==> config.mk <==
export PLATFORM = sky130hd
export DESIGN_NAME = anim_sequencer_flat
export DESIGN_NICKNAME = d
export VERILOG_FILES = /design/src/rtl/anim_pkg.sv /design/src/rtl/anim_sequencer_if.sv /design/src/rtl/anim_bounce.sv /design/src/rtl/anim_sequencer.sv /design/src/flat_wrapper.sv
export SDC_FILE = /design/constraint.sdc
export NUM_CORES = 1
export LEC_CHECK = 0
export CORE_MARGIN = 3
export CORE_UTILIZATION = 44
export DETAILED_ROUTE_END_ITERATION = 16
export PLACE_DENSITY_LB_ADDON = 0.15
export SKIP_CTS_REPAIR_TIMING = 1
export SLEW_MARGIN = 20
export SYNTH_ARGS = -nofsm -noshare
export SYNTH_HDL_FRONTEND = slang
export SYNTH_SLANG_ARGS = --single-unit
==> constraint.sdc <==
create_clock -name clk -period 1.79 [get_ports clk]
set_input_delay 0.179 -clock clk [delete_from_list [all_inputs] [get_ports clk]]
set_output_delay 0.179 -clock clk [all_outputs]
set_load 0.02 [all_outputs]
==> src/rtl/anim_pkg.sv <==
// Shared types and raster constants for the sprite animation path.
package anim_pkg;

  typedef enum logic [1:0] {
    STOP = 2'd0,
    RUN  = 2'd1,
    HOLD = 2'd2
  } anim_state_t;

  localparam int H_ACTIVE   = 640;
  localparam int V_ACTIVE   = 480;
  localparam int NUM_FRAMES = 4;

endpackage

==> src/rtl/anim_sequencer_if.sv <==
// Raster inputs, animation controls and display-state outputs of the sequencer.
interface anim_sequencer_if #(
  parameter int FRAME_W = 2
);

  logic [9:0]         hpos;
  logic [9:0]         vpos;
  logic               run;
  logic               hold;
  logic               step;
  logic               pingpong;
  logic [2:0]         speed;
  logic [FRAME_W-1:0] frame_sel;
  logic [9:0]         x_off;
  logic               facing;
  logic               frame_tick;
  logic [1:0]         state;

  modport master (
    output hpos, vpos, run, hold, step, pingpong, speed,
    input  frame_sel, x_off, facing, frame_tick, state
  );

  modport slave (
    input  hpos, vpos, run, hold, step, pingpong, speed,
    output frame_sel, x_off, facing, frame_tick, state
  );

endinterface

==> src/rtl/anim_bounce.sv <==
// Sprite window x offset that bounces between 0 and X_MAX, one step per enabled tick.
module anim_bounce #(
  parameter int X_MAX   = 384,
  parameter int STEP_PX = 2
) (
  input  logic       clk,
  input  logic       rst_n,
  input  logic       tick_en,
  input  logic       clear,
  output logic [9:0] x_off,
  output logic       facing
);

  localparam logic [10:0] STEP11 = 11'(STEP_PX);
  localparam logic [9:0]  STEP10 = 10'(STEP_PX);
  localparam logic [9:0]  XMAX10 = 10'(X_MAX);

  logic [9:0]  x_q, x_d;
  logic        facing_q, facing_d;
  logic [10:0] sum;

  always_comb begin
    x_d      = x_q;
    facing_d = facing_q;
    sum      = {1'b0, x_q} + STEP11;
    if (clear) begin
      x_d      = '0;
      facing_d = 1'b0;
    end else if (tick_en) begin
      if (!facing_q) begin
        // 11-bit sum so the edge compare cannot wrap near 1023
        if (sum >= {1'b0, XMAX10}) begin
          x_d      = XMAX10;
          facing_d = 1'b1;
        end else begin
          x_d = sum[9:0];
        end
      end else begin
        if ({1'b0, x_q} <= STEP11) begin
          x_d      = '0;
          facing_d = 1'b0;
        end else begin
          x_d = x_q - STEP10;
        end
      end
    end
  end

  always_ff @(posedge clk or negedge rst_n) begin
    if (!rst_n) begin
      x_q      <= '0;
      facing_q <= 1'b0;
    end else begin
      x_q      <= x_d;
      facing_q <= facing_d;
    end
  end

  assign x_off  = x_q;
  assign facing = facing_q;

endmodule

==> src/rtl/anim_sequencer.sv <==
// Animation frame / sprite position controller; all display updates land at vblank start.
//
// state | meaning
// STOP  | idle; next tick homes frame, position and divider
// RUN   | animate: divider-paced frame advance, position moves every tick
// HOLD  | frozen; each tick with a pending step edge gives one frame advance
module anim_sequencer
  import anim_pkg::*;
#(
  parameter int NUM_FRAMES = anim_pkg::NUM_FRAMES,
  parameter int FRAME_W    = 2,
  parameter int H_ACTIVE   = anim_pkg::H_ACTIVE,
  parameter int V_ACTIVE   = anim_pkg::V_ACTIVE,
  parameter int X_MAX      = 384,
  parameter int STEP_PX    = 2
) (
  input logic             clk,
  input logic             rst_n,
  anim_sequencer_if.slave bus
);

  if ((NUM_FRAMES < 1) || (NUM_FRAMES > 16) || ((1 << FRAME_W) < NUM_FRAMES) ||
      (H_ACTIVE < 1) || (V_ACTIVE < 1) || (X_MAX > 1023)) begin : g_bad_cfg
    $error("anim_sequencer: inconsistent parameters");
  end

  localparam logic [FRAME_W-1:0] LAST = FRAME_W'(NUM_FRAMES - 1);

  anim_state_t        state_q, state_d;
  logic               frame_tick_q, frame_tick_d;
  logic [FRAME_W-1:0] frame_sel_q, frame_sel_d;
  logic               dir_down_q, dir_down_d;
  logic [2:0]         div_cnt_q, div_cnt_d;
  logic               step_q, step_d;
  logic               step_pend_q, step_pend_d;
  logic               advance;
  logic               step_rise;
  logic               tick_raw;
  logic [FRAME_W-1:0] nxt_frame;
  logic               nxt_dir_down;

  assign tick_raw  = (bus.vpos == 10'(V_ACTIVE)) && (bus.hpos == 10'd0);
  assign step_rise = bus.step & ~step_q;

  always_comb begin
    state_d = state_q;
    case (state_q)
      STOP:    if (bus.run) state_d = RUN;
      RUN:     if (!bus.run) state_d = STOP; else if (bus.hold) state_d = HOLD;
      HOLD:    if (!bus.run) state_d = STOP; else if (!bus.hold) state_d = RUN;
      default: state_d = STOP;
    endcase
  end

  always_comb begin
    nxt_frame    = frame_sel_q;
    nxt_dir_down = 1'b0;
    if (NUM_FRAMES == 1) begin
      nxt_frame = '0;
    end else if (!bus.pingpong) begin
      nxt_frame = (frame_sel_q == LAST) ? '0 : frame_sel_q + 1'b1;
    end else if (!dir_down_q) begin
      nxt_dir_down = (frame_sel_q == LAST);
      nxt_frame    = nxt_dir_down ? frame_sel_q - 1'b1 : frame_sel_q + 1'b1;
    end else begin
      nxt_dir_down = (frame_sel_q != '0);
      nxt_frame    = nxt_dir_down ? frame_sel_q - 1'b1 : frame_sel_q + 1'b1;
    end
  end

  // Tick actions key off state_q so a same-cycle transition sees the old state.
  always_comb begin
    frame_tick_d = tick_raw;
    step_d       = bus.step;
    frame_sel_d  = frame_sel_q;
    dir_down_d   = dir_down_q;
    div_cnt_d    = div_cnt_q;
    step_pend_d  = step_pend_q;
    advance      = 1'b0;
    if (frame_tick_q) begin
      case (state_q)
        STOP: begin
          frame_sel_d = '0;
          dir_down_d  = 1'b0;
          div_cnt_d   = '0;
        end
        RUN: begin
          if (div_cnt_q >= bus.speed) begin
            advance   = 1'b1;
            div_cnt_d = '0;
          end else begin
            div_cnt_d = div_cnt_q + 3'd1;
          end
        end
        HOLD: begin
          if (step_pend_q) begin
            advance     = 1'b1;
            step_pend_d = 1'b0;
          end
        end
        default: ;
      endcase
    end
    if (step_rise && state_q == HOLD) step_pend_d = 1'b1;
    if (state_d != HOLD) step_pend_d = 1'b0;
    if (advance) begin
      frame_sel_d = nxt_frame;
      dir_down_d  = nxt_dir_down;
    end
  end

  always_ff @(posedge clk or negedge rst_n) begin
    if (!rst_n) begin
      state_q      <= STOP;
      frame_tick_q <= 1'b0;
      frame_sel_q  <= '0;
      dir_down_q   <= 1'b0;
      div_cnt_q    <= '0;
      step_q       <= 1'b0;
      step_pend_q  <= 1'b0;
    end else begin
      state_q      <= state_d;
      frame_tick_q <= frame_tick_d;
      frame_sel_q  <= frame_sel_d;
      dir_down_q   <= dir_down_d;
      div_cnt_q    <= div_cnt_d;
      step_q       <= step_d;
      step_pend_q  <= step_pend_d;
    end
  end

  anim_bounce #(
    .X_MAX   (X_MAX),
    .STEP_PX (STEP_PX)
  ) u_bounce (
    .clk     (clk),
    .rst_n   (rst_n),
    .tick_en (frame_tick_q && (state_q == RUN)),
    .clear   (frame_tick_q && (state_q == STOP)),
    .x_off   (bus.x_off),
    .facing  (bus.facing)
  );

  assign bus.frame_sel  = frame_sel_q;
  assign bus.frame_tick = frame_tick_q;
  assign bus.state      = state_q;

endmodule

==> src/flat_wrapper.sv <==
// flat-port wrapper written by rule: the top's interface ports become plain ports
module anim_sequencer_flat import anim_pkg::*;
#(
  parameter int NUM_FRAMES = anim_pkg::NUM_FRAMES,
  parameter int FRAME_W    = 2,
  parameter int H_ACTIVE   = anim_pkg::H_ACTIVE,
  parameter int V_ACTIVE   = anim_pkg::V_ACTIVE,
  parameter int X_MAX      = 384,
  parameter int STEP_PX    = 2
)
  (clk, rst_n, bus_hpos, bus_vpos, bus_run, bus_hold, bus_step, bus_pingpong, bus_speed, bus_frame_sel, bus_x_off, bus_facing, bus_frame_tick, bus_state);
  anim_sequencer_if #(.FRAME_W(FRAME_W)) bus_i ();
  input logic clk;
  input logic rst_n;
  input wire logic [$bits(bus_i.hpos)-1:0] bus_hpos;
  input wire logic [$bits(bus_i.vpos)-1:0] bus_vpos;
  input wire logic [$bits(bus_i.run)-1:0] bus_run;
  input wire logic [$bits(bus_i.hold)-1:0] bus_hold;
  input wire logic [$bits(bus_i.step)-1:0] bus_step;
  input wire logic [$bits(bus_i.pingpong)-1:0] bus_pingpong;
  input wire logic [$bits(bus_i.speed)-1:0] bus_speed;
  output wire logic [$bits(bus_i.frame_sel)-1:0] bus_frame_sel;
  output wire logic [$bits(bus_i.x_off)-1:0] bus_x_off;
  output wire logic [$bits(bus_i.facing)-1:0] bus_facing;
  output wire logic [$bits(bus_i.frame_tick)-1:0] bus_frame_tick;
  output wire logic [$bits(bus_i.state)-1:0] bus_state;
  assign bus_i.hpos = bus_hpos;
  assign bus_i.vpos = bus_vpos;
  assign bus_i.run = bus_run;
  assign bus_i.hold = bus_hold;
  assign bus_i.step = bus_step;
  assign bus_i.pingpong = bus_pingpong;
  assign bus_i.speed = bus_speed;
  assign bus_frame_sel = bus_i.frame_sel;
  assign bus_x_off = bus_i.x_off;
  assign bus_facing = bus_i.facing;
  assign bus_frame_tick = bus_i.frame_tick;
  assign bus_state = bus_i.state;
  anim_sequencer #(.NUM_FRAMES(NUM_FRAMES), .FRAME_W(FRAME_W), .H_ACTIVE(H_ACTIVE), .V_ACTIVE(V_ACTIVE), .X_MAX(X_MAX), .STEP_PX(STEP_PX)) u_core (.clk(clk), .rst_n(rst_n), .bus(bus_i));
endmodule
Yosys cells after proc, flatten, opt, wreduce, memory -nomap -nowiden
Cells that the tools add are included.

cells by class
  add/sub/neg operators = 5
  multipliers = 0
  divide/modulo/power cells = 0
  order comparisons = 3
  equal/unequal tests = 5
  shifts and indexed selects = 0
  muxes and demuxes = 39
  bitwise operators = 2
  reductions and logical operators = 16

operator list
  kind                   count
  $mux 10                5
  $mux 2                 13
  $mux 1                 17
  $add 10x2->11 const B  1
  $ge 11x9->1 const B    1
  $eq 10x9->1 const B    1
  $le 10x2->1 const B    1
  $logic_not 10->1       1
  $reduce_bool 2->1      5
  $sub 10x2->10 const B  1
  $pmux 2 s3             1
  $pmux 3 s2             1
  $reduce_and 2->1       3
  $reduce_bool 3->1      2
  $eq 2x2->1 const B     2
  $logic_and 1x1->1      4
  $add 3x1->3 const B    1
  $ge 3x3->1             1
  $mux 3                 1
  $add 2x1->2 const B    1
  $eq 2x1->1 const B     1
  $logic_not 2->1        1
  $ne 2x2->1 const B     1
  $pmux 1 s2             1
  3 further kinds        3

word-level totals
  flip-flop bits (word level) = 22
  bits in latches = 0
  RAM bits = 0
  ROM bits = 0
  input port bits = 29
  output and inout port bits = 16
  logic and storage cells = 79
  memories = 0

Depth between registers and ports, before layout
Gate-level depths: netlist of the first run.

  depth after elaboration = 6
  depth in mapped cells = 8

By module
A second synthesis of the first run with hierarchy kept.

unflattened totals
  cell total of the unflattened synthesis = 213
  area, all modules = 1,808.0 sq um

modules (own cells, without submodules)
  module          instances  cells each  area an instance (sq um)  sequential area each (sq um)
  anim_bounce     1          130         1,004.7                   250.2
  anim_sequencer  1          83          803.3                     275.3

Worst setup path before layout of the first run
No wires, ideal clock.

  path type = register -> register
  from = reg u_core.u_bounce.x_q[2], in the netlist u_core.u_bounce.x_off[2]
  to = reg u_core.u_bounce.facing_q, in the netlist u_core.u_bounce.facing
  arrival time = 1,717 ps
  data required time = 1,669 ps
  path slack = -48 ps
  stages on the path, launching flop included = 7
  path buffers = 0
  cell sequence = dfrtp_1 > ha_1 > and3_1 > and4_1 > o32a_2 > nand3_2 > a32o_2

on the way
  longest elaborated chain between the ends = 6
  elaborated cells between the ends (all ways) = 8
  those cells by class = add/sub: 1; order compare: 2; mux: 5

ends and longest elaborated chain
  what                    RTL line           source
  start, declared         anim_bounce.sv:18  logic [9:0] x_q, x_d;
  start signal, assigned  anim_bounce.sv:51  x_q <= '0;
  start signal, assigned  anim_bounce.sv:54  x_q <= x_d;
  $add 10x2->11           anim_bounce.sv:25  sum = {1'b0, x_q} + STEP11;
  $ge 11x9->1             anim_bounce.sv:32  if (sum >= {1'b0, XMAX10}) begin
  $mux 1                  anim_bounce.sv:32
  $mux 1 (*)              anim_bounce.sv:30  if (!facing_q) begin
  $mux 1 (*)              anim_bounce.sv:29  end else if (tick_en) begin
  $mux 1 (*)              anim_bounce.sv:26  if (clear) begin
  end signal, assigned    anim_bounce.sv:55  facing_q <= facing_d;
  end, declared           anim_bounce.sv:19  logic facing_q, facing_d;

Mark *: on every way between the ends. The rest lies on a longest branch, timed or not. The select of a mux whose other input is x is not followed.
A chain may end at the register's enable or synchronous reset.

Final worst setup path of the first run
  from = reg u_core.u_bounce.x_q[1], in the netlist u_core.u_bounce.x_off[1]
  to = reg u_core.u_bounce.x_q[6], in the netlist u_core.u_bounce.x_off[6]

on the way
  longest elaborated chain between the ends = 6
  elaborated cells between the ends (all ways) = 9
  those cells by class = add/sub: 2; order compare: 2; mux: 5

ends and longest elaborated chain
  what           RTL line
  $add 10x2->11  anim_bounce.sv:25
  $ge 11x9->1    anim_bounce.sv:32
  $mux 10        anim_bounce.sv:32
  $mux 10 (*)    anim_bounce.sv:30
  $mux 10 (*)    anim_bounce.sv:29
  $mux 10 (*)    anim_bounce.sv:26

Marks and branches as above.

==> metrics.cfg, run 1 <==
[yosys]
synth-async-reset-ratio_pct=100.0
synth_cell_types=53
post-synth-top-count-cell=sky130_fd_sc_hd__nand2_1
ys_top_cells_by_area=sky130_fd_sc_hd__dfrtp_1 (32%), sky130_fd_sc_hd__ha_1 (11%), sky130_fd_sc_hd__nand2_1 (5.0%)
yosysSeqAreaShare_pct=31.99
postSynthNetCount=229
synth-seq-cells=21
synth_top_area_share_pct=31.99
synthCells=186
synth_warnings=0
synth_top_area_cell=sky130_fd_sc_hd__dfrtp_1
synth-main-ff-cell=sky130_fd_sc_hd__dfrtp_1
syn-mean-instance-area_um2=8.832
post_synth_instance_area_mm2=0.001643
synth-edff-count=0
synth.top_cells.by_count=sky130_fd_sc_hd__nand2_1 (22), sky130_fd_sc_hd__dfrtp_1 (21), sky130_fd_sc_hd__inv_1 (18)

[detailed_routing]
drt_pre_antenna_iters=4
wirelength_um=4354
via_count=1601
routed_via_density=5.446
remaining_drc_errors=0
detailedRoute.firstIterationViolations=133
final_antenna_net_count=0
wl_per_cell_um=14.81

[clock_tree]
clkTransAtPathRegs_ns=0.08
cts.sink_count=21
clock_latency_ns=0.26
ctsRootBufferMaster=sky130_fd_sc_hd__clkbuf_8
cts_buffer_depth=2
numCtsBuffers=3
cts.htree.levels=1
tritoncts=yes

[grt]
first_global_vias=1613
overflow=0
grt_pass1_wl_um=7148
largest_net_degree_at_the_start_of_global_routing=22
antenna_violations_before_repair=0
total_global_routing_track_utilization_pct=20.45

[worst_setup_path]
critical_path.startpoint=u_core.u_bounce.x_off[1]
worstPathCellList=buf_4 -> ha_4 -> and3_4 -> and4_1 -> o32a_2 -> nand4_1 -> buf_6 -> o221ai_2
worstPathRequired_ns=1.93
crit_path_max_fanout=4
timing.critical_path.from_type=flop
class_of_the_most_critical_setup_path=flop to flop
worst_path_largest_cell_delay_ns=0.40
r2r_start=u_core.u_bounce.x_off[1]
worstPathBufferInverterCount=2
crit_path_end_kind=flop
slowest_stage=sky130_fd_sc_hd__dfrtp_1
worst_ep_arrival_time_ns=1.88
crit_family=simple AND/OR/NAND/NOR gates

[cells_and_area]
final_core_utilization_pct=68.87
final_layout_size_suffix_gt1_share_pct=20.97
nNetsFinal=292
insertedDiodeCount=0
filler_cell_count=301
finish.cell_count_without_fillers=294
area_growth_syn_to_layout_pct=45.39

[die]
die_w_um=67.11
design.die.area_mm2=0.004503
core.rowCount=21
ios=45
initial_core_util_pct=47.37
die_h_um=67.11
core_region_area_mm2=0.003468

[sta]
final.min_clock_period_ns=1.741
final-max-slew-violation-count=0
f_max_ghz=0.5744
hold_viol_final=0
setup_slack_ns=0.04893
fin_skew_ns=0.001100
layout_worst_path_cycle_share_pct=97.27
timing.final.setup_violations=0

[job]
max_cap_viol_count=0

[placement]
dp_worst_setup_slack_ns=-0.2697
routabilityCongestion=0.9097
place_hpwl_um=3233
port-buffer-count=43
number_of_placed_instances_taps_included=287

[power]
power-per-cell-area_mw_per_mm2=563.8
leakagePower_uw=0.001021
worst_vdd_ir_mv=0.5878

[worst_hold_path]
hold_crit_path_type=input port to async pin

[run_status]
outcome=finished clean

flip-flops by register name, summed over array words and instances, names as in the netlist:
name                    cells
u_core.bus.state            2
u_core.u_bounce.facing      1
u_core.step_pend_q          1
u_core.dir_down_q           1
u_core.step_q               1
u_core.u_bounce.x_off       9
u_core.bus.frame_tick       1
u_core.bus.frame_sel        2
u_core.div_cnt_q            3
cell families (layout without fill, tap and decap cells):
logic type | after synthesis | count (layout) | share of synthesized area, %
adder cells (fa/ha/maj) | 14 | 14 | 10.66
AND/OR/NAND/NOR | 64 | 64 | 20.95
AO/OA/AOI/OAI | 46 | 46 | 21.48
other | 1 | 1 | 0.2283
flip-flops | 21 | 21 | 31.99
multiplexers | 5 | 5 | 3.047
buffers and inverters | 27 | 89 | 7.387
XOR/XNOR | 8 | 8 | 4.265
where the power goes:
part	internal [uW]	leakage (uW)	switching, uW	total (uW)
clock network	159	0.0000228	162	320
logic	267	0.000724	248	515
registers	497	0.000273	13.9	511
worst reg2reg max path, delay by kind of cell (launching register included):
| kind | cells | cell delay [ns] |
|---|---|---|
| buffers and inverters | 2 | 0.28 |
| AND/OR/NAND/NOR | 3 | 0.47 |
| adder cells (fa/ha/maj) | 1 | 0.16 |
| flip-flops | 1 | 0.40 |
| AO/OA/AOI/OAI | 2 | 0.31 |
cell usage in the layout, fill, tap and decap left out, drive strengths merged, types with 2 or more instances in the layout:
cell / instances
and3: 2
o21ai: 10
a32o: 2
mux2i: 5
nand3: 8
o221a: 2
a22o: 3
a21oi: 10
and4: 2
nor4: 3
clkdlybuf4s50: 43
buf: 24
o221ai: 4
clkbuf: 4
inv: 18
xor2: 4
nand2: 22
nor2: 10
a31oi: 2
dfrtp: 21
xnor2: 4
nor4b: 2
nor3b: 3
ha: 14
and2: 2
nor3: 3
nand4: 4
final cells by class:
cell class,instances,area [um^2],share of cell area (%)
multi-input combinational,138,1075,45.00
timing repair buffer,67,614.3,25.72
sequential,21,529.3,22.16
inverter,18,67.56,2.829
tap,46,57.56,2.410
clock buffer,4,45.04,1.886
routing by layer:
metal | vias to the layer above | global-route usage, % | wire length (um)
met4 | 0 | 5.570 | 17
met3 | 4 | 2.192 | 125
li1 | 789 | - | -
met2 | 35 | 38.16 | 2410
met5 | - | 0 | 0
met1 | 773 | 24.51 | 1801
path summary, 6_finish.rpt:
check                                      endpoint  slack (ns)  cells past startpoint
max in group asynchronous  u_core.u_bounce.x_off[2]        1.29                      2
max                        u_core.u_bounce.x_off[6]        0.05                      8
max reg2reg                u_core.u_bounce.x_off[6]        0.05                      8
min                             u_core.div_cnt_q[0]        0.26                      2
min reg2reg                     u_core.div_cnt_q[1]        0.55                      2
min in group clk                      u_core.step_q        0.39                      1
metrics by stage:
stage	instance area (um^2)	power [uW]	hold slack, ns	TNS, ns
3_5_place_dp	2238	1027	0.5336	-0.8796
6_report	2389	1347	0.2579	0
4_1_cts	2283	1353	0.2639	-0.1422
5_1_grt	2389	1427	0.2802	-0.03172
3_3_place_gp	2238	1012	0.5029	-0.6776
2_1_floorplan	1647	769.4	-0.1166	0
Note: power is estimated with default switching activity, not from simulation.
==> inputs of run 2 (changes only) <==
--- a/config.mk
+++ b/config.mk
@@ -5,6 +5,7 @@
 export SDC_FILE = /design/constraint.sdc
 export NUM_CORES = 1
 export LEC_CHECK = 0
+export CORE_ASPECT_RATIO = 0.75
 export CORE_MARGIN = 3
 export CORE_UTILIZATION = 44
 export DETAILED_ROUTE_END_ITERATION = 16
==> run 2 against run 1 <==
Compared with the run above: wire length is 2.2% lower; highest routed layer unchanged; sequential share of layout area is 0.60 points higher; worst hold slack worse by 0.0024 ns.
==> metrics.cfg, run 2 (synthesis gave the netlist of run 1 again) <==
[grt]
total_global_routing_track_utilization_pct=19.63
first_global_vias=1674
overflow=0
largest_net_degree_at_the_start_of_global_routing=22
antenna_violations_before_repair=0
grt_pass1_wl_um=7189

[sta]
final.min_clock_period_ns=1.739
finalHoldWorstSlack_ns=0.2555
fin_skew_ns=0.006236
grt_setup_unrepaired=yes
final-max-slew-violation-count=0
timing.final.setup_violations=0
setup_slack_ns=0.05145
layout_worst_path_cycle_share_pct=97.13
hold_viol_final=0
f_max_ghz=0.5752

[detailed_routing]
routed_via_density=5.567
drt_pre_antenna_iters=4
remaining_drc_errors=0
final_antenna_net_count=0
wl_per_cell_um=14.53
via_count=1631
detailedRoute.firstIterationViolations=80
wirelength_um=4258

[power]
power-per-cell-area_mw_per_mm2=573.0
leakagePower_uw=0.001006
worst_vdd_ir_mv=0.4278
p_total_uw=1333

[cells_and_area]
finish.cell_count_without_fillers=293
max_ffs_per_register=9
mostFrequentLayoutCells=sky130_fd_sc_hd__clkdlybuf4s50_1 (43), sky130_fd_sc_hd__nand2_1 (22), sky130_fd_sc_hd__buf_4 (19), sky130_fd_sc_hd__inv_1 (18), sky130_fd_sc_hd__dfrtp_1 (18)
layout_commonest_cell=sky130_fd_sc_hd__clkdlybuf4s50_1
filler_cell_count=278
area_growth_syn_to_layout_pct=41.58
insertedDiodeCount=0
nNetsFinal=287
final_layout_size_suffix_gt1_share_pct=18.93

[placement]
number_of_placed_instances_taps_included=287
place_hpwl_um=3208
dp_worst_setup_slack_ns=-0.1827
port-buffer-count=43
routabilityCongestion=0.8936

[die]
design.die.area_mm2=0.004510
die_h_um=58.92
initial_core_util_pct=47.99
die_w_um=76.56
core.rowCount=18
ios=45
core_region_area_mm2=0.003423

[clock_tree]
clock_latency_ns=0.26
cts_buffer_depth=2
clkTransAtPathRegs_ns=0.08
numCtsBuffers=3
ctsRootBufferMaster=sky130_fd_sc_hd__clkbuf_8
tritoncts=yes
cts.sink_count=21
cts.htree.levels=1

[worst_setup_path]
crit_path_end_kind=flop
worst_ep_arrival_time_ns=1.88
class_of_the_most_critical_setup_path=flop to flop
crit_path_max_fanout=4
timing.reg2reg.worst_path_depth=7
timing.critical_path.from_type=flop
worstPathRequired_ns=1.94

[run_status]
outcome=finished clean

[job]
max_cap_viol_count=0

[worst_hold_path]
hold_crit_path_type=input port to async pin

-- run 2: cell count changes in the layout (fill, tap and decap cells not counted), sizes merged --
cell / previous run / this run
buf: 24 / 19
clkbuf: 4 / 3
clkinv: 0 / 1
-- run 2: path summary, 6_finish.rpt --
check | to | slack, ns | from
worst max-delay path | u_core.u_bounce.x_off[4] | 0.05 | u_core.u_bounce.x_off[1]
worst min-delay path | u_core.u_bounce.x_off[4] | 0.26 | rst_n
worst max register to register | u_core.u_bounce.x_off[4] | 0.05 | u_core.u_bounce.x_off[1]
worst min register to register | u_core.div_cnt_q[1] | 0.55 | u_core.div_cnt_q[1]
max in group asynchronous | u_core.u_bounce.x_off[2] | 1.29 | rst_n
min in group clk | u_core.step_q | 0.39 | bus_step
-- run 2: report_power, final --
| group | switching, uW | internal (uW) |
|---|---|---|
| Clock | 164 | 155 |
| Sequential | 15.4 | 497 |
| Combinational | 257 | 244 |
| Total | 437 | 896 |
-- run 2: cell type report --
| class | instances | area, um^2 | area share (%) |
|---|---|---|---|
| multi-input cells | 138 | 1047 | 45.02 |
| repair buffers | 62 | 573.1 | 24.64 |
| flip-flops and latches | 21 | 529.3 | 22.75 |
| inverters | 18 | 67.56 | 2.905 |
| well taps | 50 | 62.56 | 2.690 |
| clock buffers | 3 | 41.29 | 1.775 |
| clock inverters | 1 | 5.005 | 0.2152 |
-- run 2: per-stage QoR --
| stage | instance area [um^2] | util (%) | setup TNS, ns |
|---|---|---|---|
| final | 2326 | 67.95 | 0 |
| after CTS | 2260 | 66.01 | -0.08845 |
| after detailed placement | 2213 | 64.66 | -0.6893 |
| after global routing | 2326 | 67.95 | -0.08436 |
| after global placement | 2213 | 64.66 | -0.1899 |
| after floorplan | 1647 | - | 0 |
-- run 2: layer usage --
metal / vias up / wire length, um / global-route usage [%]
met3: 2 / 309 / 5.352
met5: - / 0 / 0
met4: 0 / 17 / 4.393
met1: 781 / 1944 / 25.71
met2: 65 / 1986 / 32.92
li1: 783 / - / -
-- run 2: critical path, stage by stage, from the launching register on --
cell	delay, ns
sky130_fd_sc_hd__dfrtp_1	0.39
sky130_fd_sc_hd__ha_1	0.24
sky130_fd_sc_hd__and3_1	0.21
sky130_fd_sc_hd__and4_1	0.21
sky130_fd_sc_hd__o32a_2	0.21
sky130_fd_sc_hd__nand4_1	0.10
sky130_fd_sc_hd__buf_4	0.15
sky130_fd_sc_hd__o221ai_2	0.11
==> inputs of run 3 (changes only) <==
--- a/config.mk
+++ b/config.mk
@@ -11,7 +11,6 @@
 export DETAILED_ROUTE_END_ITERATION = 16
 export PLACE_DENSITY_LB_ADDON = 0.15
 export SKIP_CTS_REPAIR_TIMING = 1
-export SLEW_MARGIN = 20
 export SYNTH_ARGS = -nofsm -noshare
 export SYNTH_HDL_FRONTEND = slang
 export SYNTH_SLANG_ARGS = --single-unit
==> results of run 3 <==
Same layout as run 2: the final DEF is identical, and so are final timing and power.
